<file path="src/rtl/alu_op_sequencer.sv">
// Initiator side of the ALU control interface: issues one ALU op, captures the result and flags,
// and runs the read-modify-write sequence with the 2A03 dummy write of the original value.
module alu_op_sequencer #(
    parameter int DW  = 8,
    parameter int OPW = 4
) (
    input  logic          clk,
    input  logic          rst_n,
    input  logic          op_valid_i,
    output logic          op_ready_o,
    input  logic [OPW-1:0] op_code_i,
    input  logic          op_rmw_i,
    input  logic [DW-1:0] a_in_i,
    input  logic [DW-1:0] m_in_i,
    input  logic          c_in_i,
    input  logic          v_in_i,
    output logic          sum_en_o,
    output logic          and_en_o,
    output logic          eor_en_o,
    output logic          or_en_o,
    output logic          sr_en_o,
    output logic          inv_en_o,
    output logic          ror_en_o,
    output logic [DW-1:0] alu_a_o,
    output logic [DW-1:0] alu_b_o,
    output logic          alu_cin_o,
    input  logic [DW-1:0] alu_res_i,
    input  logic          alu_cout_i,
    output logic [DW-1:0] res_o,
    output logic          n_out_o,
    output logic          z_out_o,
    output logic          c_out_o,
    output logic          v_out_o,
    output logic          done_o,
    output logic          reg_we_o,
    output logic          mem_we_o,
    output logic [DW-1:0] mem_wdata_o,
    output logic          illegal_o
);

    // state | meaning
    // IDLE  | op_ready high, waiting for a request
    // ISSUE | ALU enables/operands driven, result settling
    // CAPT  | result and flags captured; done here for non-RMW ops
    // DUMMY | RMW: write original memory value back
    // WRITE | RMW: write result to memory, done
    typedef enum logic [2:0] {
        IDLE  = 3'd0,
        ISSUE = 3'd1,
        CAPT  = 3'd2,
        DUMMY = 3'd3,
        WRITE = 3'd4
    } state_t;

    localparam logic [OPW-1:0] OP_ADC = OPW'(0);
    localparam logic [OPW-1:0] OP_SBC = OPW'(1);
    localparam logic [OPW-1:0] OP_AND = OPW'(2);
    localparam logic [OPW-1:0] OP_ORA = OPW'(3);
    localparam logic [OPW-1:0] OP_EOR = OPW'(4);
    localparam logic [OPW-1:0] OP_CMP = OPW'(5);
    localparam logic [OPW-1:0] OP_LSR = OPW'(6);
    localparam logic [OPW-1:0] OP_ROR = OPW'(7);
    localparam logic [OPW-1:0] OP_ASL = OPW'(8);
    localparam logic [OPW-1:0] OP_ROL = OPW'(9);
    localparam logic [OPW-1:0] OP_INC = OPW'(10);
    localparam logic [OPW-1:0] OP_DEC = OPW'(11);

    // enable vector bit order: sum, and, eor, or, sr, inv, ror
    localparam logic [6:0] EN_SUM = 7'b1000000;
    localparam logic [6:0] EN_AND = 7'b0100000;
    localparam logic [6:0] EN_EOR = 7'b0010000;
    localparam logic [6:0] EN_OR  = 7'b0001000;
    localparam logic [6:0] EN_SR  = 7'b0000100;
    localparam logic [6:0] EN_INV = 7'b0000010;
    localparam logic [6:0] EN_ROR = 7'b0000001;

    state_t          state_q;
    logic            ready_q;
    logic [OPW-1:0]  op_q;
    logic            rmw_q;
    logic [DW-1:0]   m_q;
    logic            c_q;
    logic            v_q;
    logic [6:0]      en_q;
    logic [DW-1:0]   alu_a_q;
    logic [DW-1:0]   alu_b_q;
    logic            alu_cin_q;
    logic [DW-1:0]   res_q;
    logic            n_q, z_q, c_flag_q, v_flag_q;
    logic            done_q, reg_we_q, mem_we_q, illegal_q;
    logic [DW-1:0]   mem_wdata_q;

    logic [6:0]      issue_en_d;
    logic [DW-1:0]   issue_a_d;
    logic [DW-1:0]   issue_b_d;
    logic            issue_cin_d;
    logic            illegal_d;
    logic [DW-1:0]   opnd;

    logic            beff_msb;
    logic            v_calc;
    logic            c_flag_d;
    logic            v_flag_d;

    assign opnd      = op_rmw_i ? m_in_i : a_in_i;
    assign illegal_d = (op_code_i > OP_DEC) || (op_rmw_i && (op_code_i < OP_LSR));

    always_comb begin
        issue_en_d  = '0;
        issue_a_d   = '0;
        issue_b_d   = '0;
        issue_cin_d = 1'b0;
        unique case (op_code_i)
            OP_ADC: begin issue_en_d = EN_SUM;          issue_a_d = a_in_i; issue_b_d = m_in_i; issue_cin_d = c_in_i; end
            OP_SBC: begin issue_en_d = EN_SUM | EN_INV; issue_a_d = a_in_i; issue_b_d = m_in_i; issue_cin_d = c_in_i; end
            OP_AND: begin issue_en_d = EN_AND;          issue_a_d = a_in_i; issue_b_d = m_in_i; end
            OP_ORA: begin issue_en_d = EN_OR;           issue_a_d = a_in_i; issue_b_d = m_in_i; end
            OP_EOR: begin issue_en_d = EN_EOR;          issue_a_d = a_in_i; issue_b_d = m_in_i; end
            OP_CMP: begin issue_en_d = EN_SUM | EN_INV; issue_a_d = a_in_i; issue_b_d = m_in_i; issue_cin_d = 1'b1; end
            OP_LSR: begin issue_en_d = EN_SR;           issue_a_d = opnd; end
            OP_ROR: begin issue_en_d = EN_ROR;          issue_a_d = opnd; issue_cin_d = c_in_i; end
            OP_ASL: begin issue_en_d = EN_SUM;          issue_a_d = opnd; issue_b_d = opnd; end
            OP_ROL: begin issue_en_d = EN_SUM;          issue_a_d = opnd; issue_b_d = opnd; issue_cin_d = c_in_i; end
            OP_INC: begin issue_en_d = EN_SUM;          issue_a_d = opnd; issue_cin_d = 1'b1; end
            OP_DEC: begin issue_en_d = EN_SUM | EN_INV; issue_a_d = opnd; end
            default: ;
        endcase
    end

    // Overflow is derived here from the issued operands rather than trusted from the ALU.
    assign beff_msb = en_q[1] ? ~alu_b_q[DW-1] : alu_b_q[DW-1];
    assign v_calc   = (alu_a_q[DW-1] == beff_msb) && (alu_res_i[DW-1] != alu_a_q[DW-1]);

    always_comb begin
        c_flag_d = c_q;
        v_flag_d = v_q;
        case (op_q)
            OP_ADC, OP_SBC: begin c_flag_d = alu_cout_i; v_flag_d = v_calc; end
            OP_CMP, OP_LSR, OP_ROR, OP_ASL, OP_ROL: c_flag_d = alu_cout_i;
            default: ;
        endcase
    end

    always_ff @(posedge clk or negedge rst_n) begin
        if (!rst_n) begin
            state_q     <= IDLE;
            ready_q     <= 1'b1;
            op_q        <= '0;
            rmw_q       <= 1'b0;
            m_q         <= '0;
            c_q         <= 1'b0;
            v_q         <= 1'b0;
            en_q        <= '0;
            alu_a_q     <= '0;
            alu_b_q     <= '0;
            alu_cin_q   <= 1'b0;
            res_q       <= '0;
            n_q         <= 1'b0;
            z_q         <= 1'b0;
            c_flag_q    <= 1'b0;
            v_flag_q    <= 1'b0;
            done_q      <= 1'b0;
            reg_we_q    <= 1'b0;
            mem_we_q    <= 1'b0;
            mem_wdata_q <= '0;
            illegal_q   <= 1'b0;
        end else begin
            done_q    <= 1'b0;
            reg_we_q  <= 1'b0;
            mem_we_q  <= 1'b0;
            illegal_q <= 1'b0;
            en_q      <= '0;
            case (state_q)
                IDLE: begin
                    if (op_valid_i && ready_q) begin
                        if (illegal_d) begin
                            illegal_q <= 1'b1;
                        end else begin
                            op_q      <= op_code_i;
                            rmw_q     <= op_rmw_i;
                            m_q       <= m_in_i;
                            c_q       <= c_in_i;
                            v_q       <= v_in_i;
                            en_q      <= issue_en_d;
                            alu_a_q   <= issue_a_d;
                            alu_b_q   <= issue_b_d;
                            alu_cin_q <= issue_cin_d;
                            ready_q   <= 1'b0;
                            state_q   <= ISSUE;
                        end
                    end
                end
                ISSUE: begin
                    res_q    <= alu_res_i;
                    n_q      <= alu_res_i[DW-1];
                    z_q      <= (alu_res_i == '0);
                    c_flag_q <= c_flag_d;
                    v_flag_q <= v_flag_d;
                    if (!rmw_q) begin
                        done_q   <= 1'b1;
                        reg_we_q <= (op_q != OP_CMP);
                    end
                    state_q <= CAPT;
                end
                CAPT: begin
                    if (rmw_q) begin
                        mem_we_q    <= 1'b1;
                        mem_wdata_q <= m_q;
                        state_q     <= DUMMY;
                    end else begin
                        ready_q <= 1'b1;
                        state_q <= IDLE;
                    end
                end
                DUMMY: begin
                    mem_we_q    <= 1'b1;
                    mem_wdata_q <= res_q;
                    done_q      <= 1'b1;
                    state_q     <= WRITE;
                end
                WRITE: begin
                    ready_q <= 1'b1;
                    state_q <= IDLE;
                end
                default: begin
                    ready_q <= 1'b1;
                    state_q <= IDLE;
                end
            endcase
        end
    end

    assign op_ready_o  = ready_q;
    assign sum_en_o    = en_q[6];
    assign and_en_o    = en_q[5];
    assign eor_en_o    = en_q[4];
    assign or_en_o     = en_q[3];
    assign sr_en_o     = en_q[2];
    assign inv_en_o    = en_q[1];
    assign ror_en_o    = en_q[0];
    assign alu_a_o     = alu_a_q;
    assign alu_b_o     = alu_b_q;
    assign alu_cin_o   = alu_cin_q;
    assign res_o       = res_q;
    assign n_out_o     = n_q;
    assign z_out_o     = z_q;
    assign c_out_o     = c_flag_q;
    assign v_out_o     = v_flag_q;
    assign done_o      = done_q;
    assign reg_we_o    = reg_we_q;
    assign mem_we_o    = mem_we_q;
    assign mem_wdata_o = mem_wdata_q;
    assign illegal_o   = illegal_q;

endmodule

</file>
<file path="config.mk">
export PLATFORM = sky130hd
export DESIGN_NAME = alu_op_sequencer
export DESIGN_NICKNAME = d
export VERILOG_FILES = /design/src/rtl/alu_op_sequencer.sv
export SDC_FILE = /design/constraint.sdc
export NUM_CORES = 1
export LEC_CHECK = 0
export ABC_AREA = 1
export CORE_AREA = 2 2 88 90
export CTS_BUF_LIST = sky130_fd_sc_hd__clkbuf_8 sky130_fd_sc_hd__clkbuf_16
export CTS_CLUSTER_SIZE = 8
export DETAILED_ROUTE_END_ITERATION = 6
export DIE_AREA = 0 0 90 92
export PLACE_DENSITY = 0.73
export SETUP_SLACK_MARGIN = 0.3
export SLEW_MARGIN = 20
export SYNTH_ARGS = -nofsm -noshare
export SYNTH_HDL_FRONTEND = slang
export SYNTH_SLANG_ARGS = --single-unit
</file>
<file path="constraint.sdc">
create_clock -name clk -period 1.4 [get_ports clk]
set_input_delay 0.28 -clock clk [delete_from_list [all_inputs] [get_ports clk]]
set_output_delay 0.28 -clock clk [all_outputs]
set_load 0.01 [all_outputs]
</file>
; After elaboration in Yosys (flattened, before gate mapping)
; Index checks and enable logic that the tools add are counted.
[totals]
ff_bits = 67
latchBits = 0
ramBits = 0
romBits = 0
in_bits = 35
out_inout_bits = 49
elab_cells = 106
mem_count = 0
[op_classes]
addsub = 0
multipliers = 0
div = 0
order_cmp = 2
eq_ne = 27
shifts = 0
muxes = 30
n_bitwise = 3
n_reduce_logical = 23
[ops]
columns = op, count
row1 = $pmux 7 s7, 1
row2 = $pmux 8 s2, 3
row3 = $eq 4x3->1 const B, 7
row4 = $eq 4x4->1 const B, 6
row5 = $mux 7, 3
row6 = $mux 8, 2
row7 = $mux 1, 13
row8 = $pmux 3 s4, 1
row9 = $reduce_or 6->1, 2
row10 = $eq 4x1->1 const B, 2
row11 = $eq 4x2->1 const B, 2
row12 = $logic_not 4->1, 2
row13 = $logic_not 8->1, 1
row14 = $ne 2x2->1 const B, 4
row15 = $reduce_or 2->1, 4
row16 = $reduce_or 4->1, 2
row17 = $reduce_or 7->1, 1
row18 = $eq 3x2->1 const B, 2
row19 = $mux 3, 2
row20 = $pmux 1 s2, 3
row21 = $gt 4x4->1 const B, 1
row22 = $lt 4x3->1 const B, 1
row23 = $ne 4x3->1 const B, 1
row24 = $reduce_and 2->1, 2
row25 = other kinds (13), 17

; Longest topological paths before layout
[depth]
ltp_word = 6
depth_mapped = 8
depth_no_buf = 7

; Least setup slack after synthesis
; Ideal clock, no wire load.
[synth_path]
path_type = register to register
startpoint = reg ready_q, in the netlist op_ready_o
endpoint = reg alu_a_q[0], in the netlist alu_a_o[0]
setup_time_ns = 0.117
arrival_ns = 1.276
required_time_ns = 1.283
path_slack_ns = 0.007
stages_incl_launch_ff = 9
n_path_buf = 1
synth_period_minus_slack_ns = 1.393
cell_sequence = dfstp_2 nand2_1 inv_1 nand3_2 nor2_4 inv_2 buf_2 nand2_1 nand2_1
[synth_via]
elab_chain_cells = 2
[synth_rtl]
columns = element, line
row1 = "start, declared", 78  ; logic ready_q;
row2 = "start signal, assigned", 147  ; ready_q <= 1'b1;
row3 = "start signal, assigned", 188  ; ready_q <= 1'b0;
row4 = "start signal, assigned", 211  ; ready_q <= 1'b1;
row5 = $logic_and 1x1->1, 175  ; if (op_valid_i && ready_q) begin
row6 = $reduce_and 3->1 (no source line), --
row7 = "end signal, assigned", 185  ; alu_a_q <= issue_a_d;
row8 = "end, declared", 85  ; logic [DW-1:0] alu_a_q;
; No other way between the ends.
; A chain may end at the register's enable or synchronous reset.

; Worst setup path in the final report
[layout_path]
startpoint = reg ready_q, in the netlist op_ready_o
endpoint = reg op_q[1]
[layout_via]
elab_chain_cells = 2
[layout_rtl]
columns = element, line
row1 = $logic_and 1x1->1, 175
row2 = $reduce_and 3->1 (no source line), --
row3 = "end signal, assigned", 179  ; op_q <= op_code_i;
row4 = "end, declared", 79  ; logic [OPW-1:0] op_q;
; No other way between the ends.

==> summary by stage <==
Status
The flow ran to the end, but the final reports show violations. The checks that failed: setup timing.

Power and ir drop
Internal power comes to 6.42 mW. The cell leakage power is 2.89 nW. In this run the power density over the cells is 1920 mW/mm^2. Across the VDD grid, the largest voltage drop is 876 uV. The combinational power share is 52.9%.

The power share of the clock group is 16.2%. The net switching power of the design is 3.87 mW. The switching part of the total power is 37.6%. The overall power of the completed layout is 10.3 mW. Sequential cells account for 30.9% of the total power.

Synthesis
The cell accounting for the most synthesized area is sky130_fd_sc_hd__dfrtp_1. The cell area after technology mapping is 0.00315 mm^2. Yosys printed 0 warnings. The sequential element share of the synthesized area is 52.4%. The total nets after synthesis is 437. Yosys attributes the largest share of cell area to sky130_fd_sc_hd__dfrtp_1 (52%), sky130_fd_sc_hd__nand2_1 (17%), sky130_fd_sc_hd__o21ai_0 (7.5%).

Counting distinct cell types in the post-synthesis netlist gives 27. The gate count of the mapped netlist is 402. The post-synthesis sequential element count is 66.

Each instance of the synthesized netlist takes up on average 7.85 um^2. After synthesis, the largest area contributor takes up 51.6% of total cell area.

Detailed routing
The number of vias after detailed routing is 3,370. For this run, design rule violations remaining after detail routing come to 0. The first-iteration detailed-routing DRC count is 198.

The number of vias per cell is 4.93. The routed wirelength normalized by instance count is 14.8 um. The final layout contains routed wiring with a total length of 10,100 um. For this run, the detailed router's first-pass iteration total came to 5.

The number of nets with antenna violations after detailed routing is 0.

Final layout
In the final design database the tool counted 612 nets. The area growth from synthesis to final layout is 69.6%. The antenna diode count is 0. The most common cell after layout, fill and taps aside is sky130_fd_sc_hd__nand2_1. The footprint of the multi-input gates is 0.00157 mm^2. The final cell count without fillers is 684. The sequential cells in the finished layout cover a total of 0.00165 mm^2. In the final layout, the share of cells above drive strength 1 is 42.1%. The library cells used most frequently in the layout, excluding fill and tap cells, are sky130_fd_sc_hd__nand2_1 (119), sky130_fd_sc_hd__dfrtp_1 (64), sky130_fd_sc_hd__buf_4 (61). The number of inserted filler cells in the final layout is 516.

Worst setup path
The worst setup path is captured at a flip-flop. The critical path data arrival time is 1.67 ns. The required time of the critical path is 1.63 ns. The startpoint identified for the worst register-to-register timing path is op_ready_o.

By startpoint and endpoint, the worst setup path is classified as reg2reg. The worst-path maximum fanout is 3. Across all register-to-register paths, the minimum setup slack is -0.04 ns.

In this run the critical register-to-register path is captured at op_q[1]. The worst setup path is launched from a flip-flop. The number of cells on the worst reg-to-reg path is 9.

Die
The die is 90 um wide. In this run the core area contains 32 standard-cell rows. The initial cell density of the core is 42.4%. The die covers 0.00828 mm^2. The core region is 0.00745 mm^2. Pin placement for this block handled 84 I/O pins. The die span in y is 92 um.

Timing
The final max-slew violation count is 0. The setup clock skew after layout is 0.0124 ns. The share of the clock period used by the worst path after layout is 103%.

The transition at the pin with the smallest max-transition slack is 0.353 ns. In this run the tightest slew margin relative to its limit is 76.2%. Counting I/O delays and the setup requirement, the final critical path takes 1.44 ns.

Across all setup checks in the final design, the least slack found is -0.0420 ns. Setup repair after global routing could not meet its margin everywhere. Setup violations remaining at the end of the flow were counted as 21. The final hold violation count is 0. Final hold analysis gives a worst-case slack of 0.292 ns. The maximum achievable frequency is 693 MHz.

Global routing
The largest net degree at the start of global routing is 47. For this run, the total global-route usage over all layers was measured as 24.0%. The first-pass GRT wire length is 15,900 um. Global routing finished with a remaining overflow of 0.

The via count of the first global-routing pass came to 3,338. The number of antenna violations at the first check in global routing is 0.

Placed design
At the end of routability-driven placement, the weighted congestion stood at 0.911. The HPWL after detailed placement is 5810 um. The number of port buffers is 83. The number of instances in the placed design is 604.

Worst hold path
The type of the most critical hold path is in2async.

CTS
In this run the clock root is driven by a sky130_fd_sc_hd__clkbuf_8. The later-pin clock latency in the skew report is 0.34 ns. Clock-pin slew was measured on the worst setup and hold paths at 0.08 ns. No sink is reached through more buffers than the 2 on the longest clock path. TritonCTS built the clock tree. The clock sink count is 66. Counting the buffers created by CTS gives 9. The H-tree generated during clock tree synthesis spans 3 levels.

Run
The tool flagged a number of max-cap violations equal to 0.
-- registers in the layout, indices dropped and copies added (netlist names), 3 cells and up --
name,flops
en_q,7
m_q,8
state_q,3
alu_a_o,8
alu_b_o,8
mem_wdata_o,8
res_o,8
op_q,4
-- layer usage --
| layer | wire length (um) | up-vias | global-route usage (%) |
|---|---|---|---|
| li1 | - | 1601 | - |
| met1 | 4150 | 1609 | 29.8 |
| met2 | 5190 | 139 | 40.7 |
| met3 | 625 | 21 | 6.57 |
| met4 | 178 | 0 | 7.56 |
| met5 | 0 | - | 0 |
-- power by group through the flow --
stage | combinational [mW] | sequential, mW | clock, mW
after floorplan | 1.67 | 3.41 | 0
final | 5.44 | 3.18 | 1.67
after global placement | 3.57 | 3.22 | 0
after global routing | 5.88 | 3.26 | 1.78
after CTS | 4.46 | 3.12 | 1.67
after detailed placement | 3.67 | 3.22 | 0
-- cell type report --
class | count | share of cell area, %
Multi-Input combinational cell | 264 | 29.4
Clock inverter | 5 | 0.982
Tap cell | 102 | 2.39
Sequential cell | 66 | 30.9
Clock buffer | 11 | 2.83
Timing Repair Buffer | 178 | 29.2
Inverter | 58 | 4.26
-- Yosys cell counts (all sizes together) --
master,n
a21oi,1
a311oi,1
a31o,1
and2,1
buf,10
clkbuf,4
dfrtp,65
dfstp,1
inv,58
mux2,6
nand2,144
nand3,27
nand3b,4
nand4,1
nor2,23
nor3,3
nor4,2
o211ai,1
o21ai,47
xnor2,1
xor2,1
-- metrics by stage --
step / utilization [%] / area [um^2] / TNS (ns) / setup WS (ns)
6_report: 71.8 / 5350 / -0.377 / -0.0420
5_1_grt: 71.8 / 5350 / -2.26 / -0.107
4_1_cts: 66.2 / 4930 / 0 / 0.00455
3_5_place_dp: 58.5 / 4350 / -11.76 / -0.322
3_3_place_gp: 58.5 / 4350 / -9.64 / -0.272
2_1_floorplan: - / 3240 / 0 / 0.0491
-- worst max path at each step --
stage	cells past startpoint	start	endpoint	slack [ns]
global route	8	op_ready_o	alu_a_o[2]	-0.11
global placement	8	op_code_i[3]	alu_b_o[4]	-0.27
floorplan	8	op_ready_o	alu_a_o[0]	0.05
detailed placement	8	op_code_i[2]	alu_cin_o	-0.32
CTS	2	op_ready_o	op_ready_o	0.005
finish	9	op_ready_o	op_q[1]	-0.04
-- logic make-up (layout without fill, tap and decap cells) --
kind of cell / count (synthesis) / after routing / share of synthesized area (%)
AOI/OAI and AO/OA: 51 / 51 / 8.41
buffers and inverters: 72 / 252 / 9.20
DFF: 66 / 66 / 52.4
muxes: 6 / 6 / 2.14
and+or+nand+nor: 205 / 205 / 27.3
xor gates and xnor gates: 2 / 2 / 0.555
-- critical path, cell delays in order, from the launching register on --
cell and delay (ns):
sky130_fd_sc_hd__dfstp_2 0.57, sky130_fd_sc_hd__nand2_4 0.07, sky130_fd_sc_hd__inv_4 0.06, sky130_fd_sc_hd__nand3_4 0.07
sky130_fd_sc_hd__nor2_4 0.17, sky130_fd_sc_hd__buf_6 0.13, sky130_fd_sc_hd__buf_6 0.12, sky130_fd_sc_hd__nand2_4 0.06
sky130_fd_sc_hd__nand2_2 0.06, sky130_fd_sc_hd__inv_2 0.03
-- repair_timing --
item	CTS	global route
gates cloned	4	2
buffers inserted	43	14
pin swaps	25	17
hold buffers	1	0
endpoints found under the setup margin	113	114
gates resized for setup	259	79
hold endpoints to repair	4	0
Note: power is estimated with default switching activity, not from simulation.
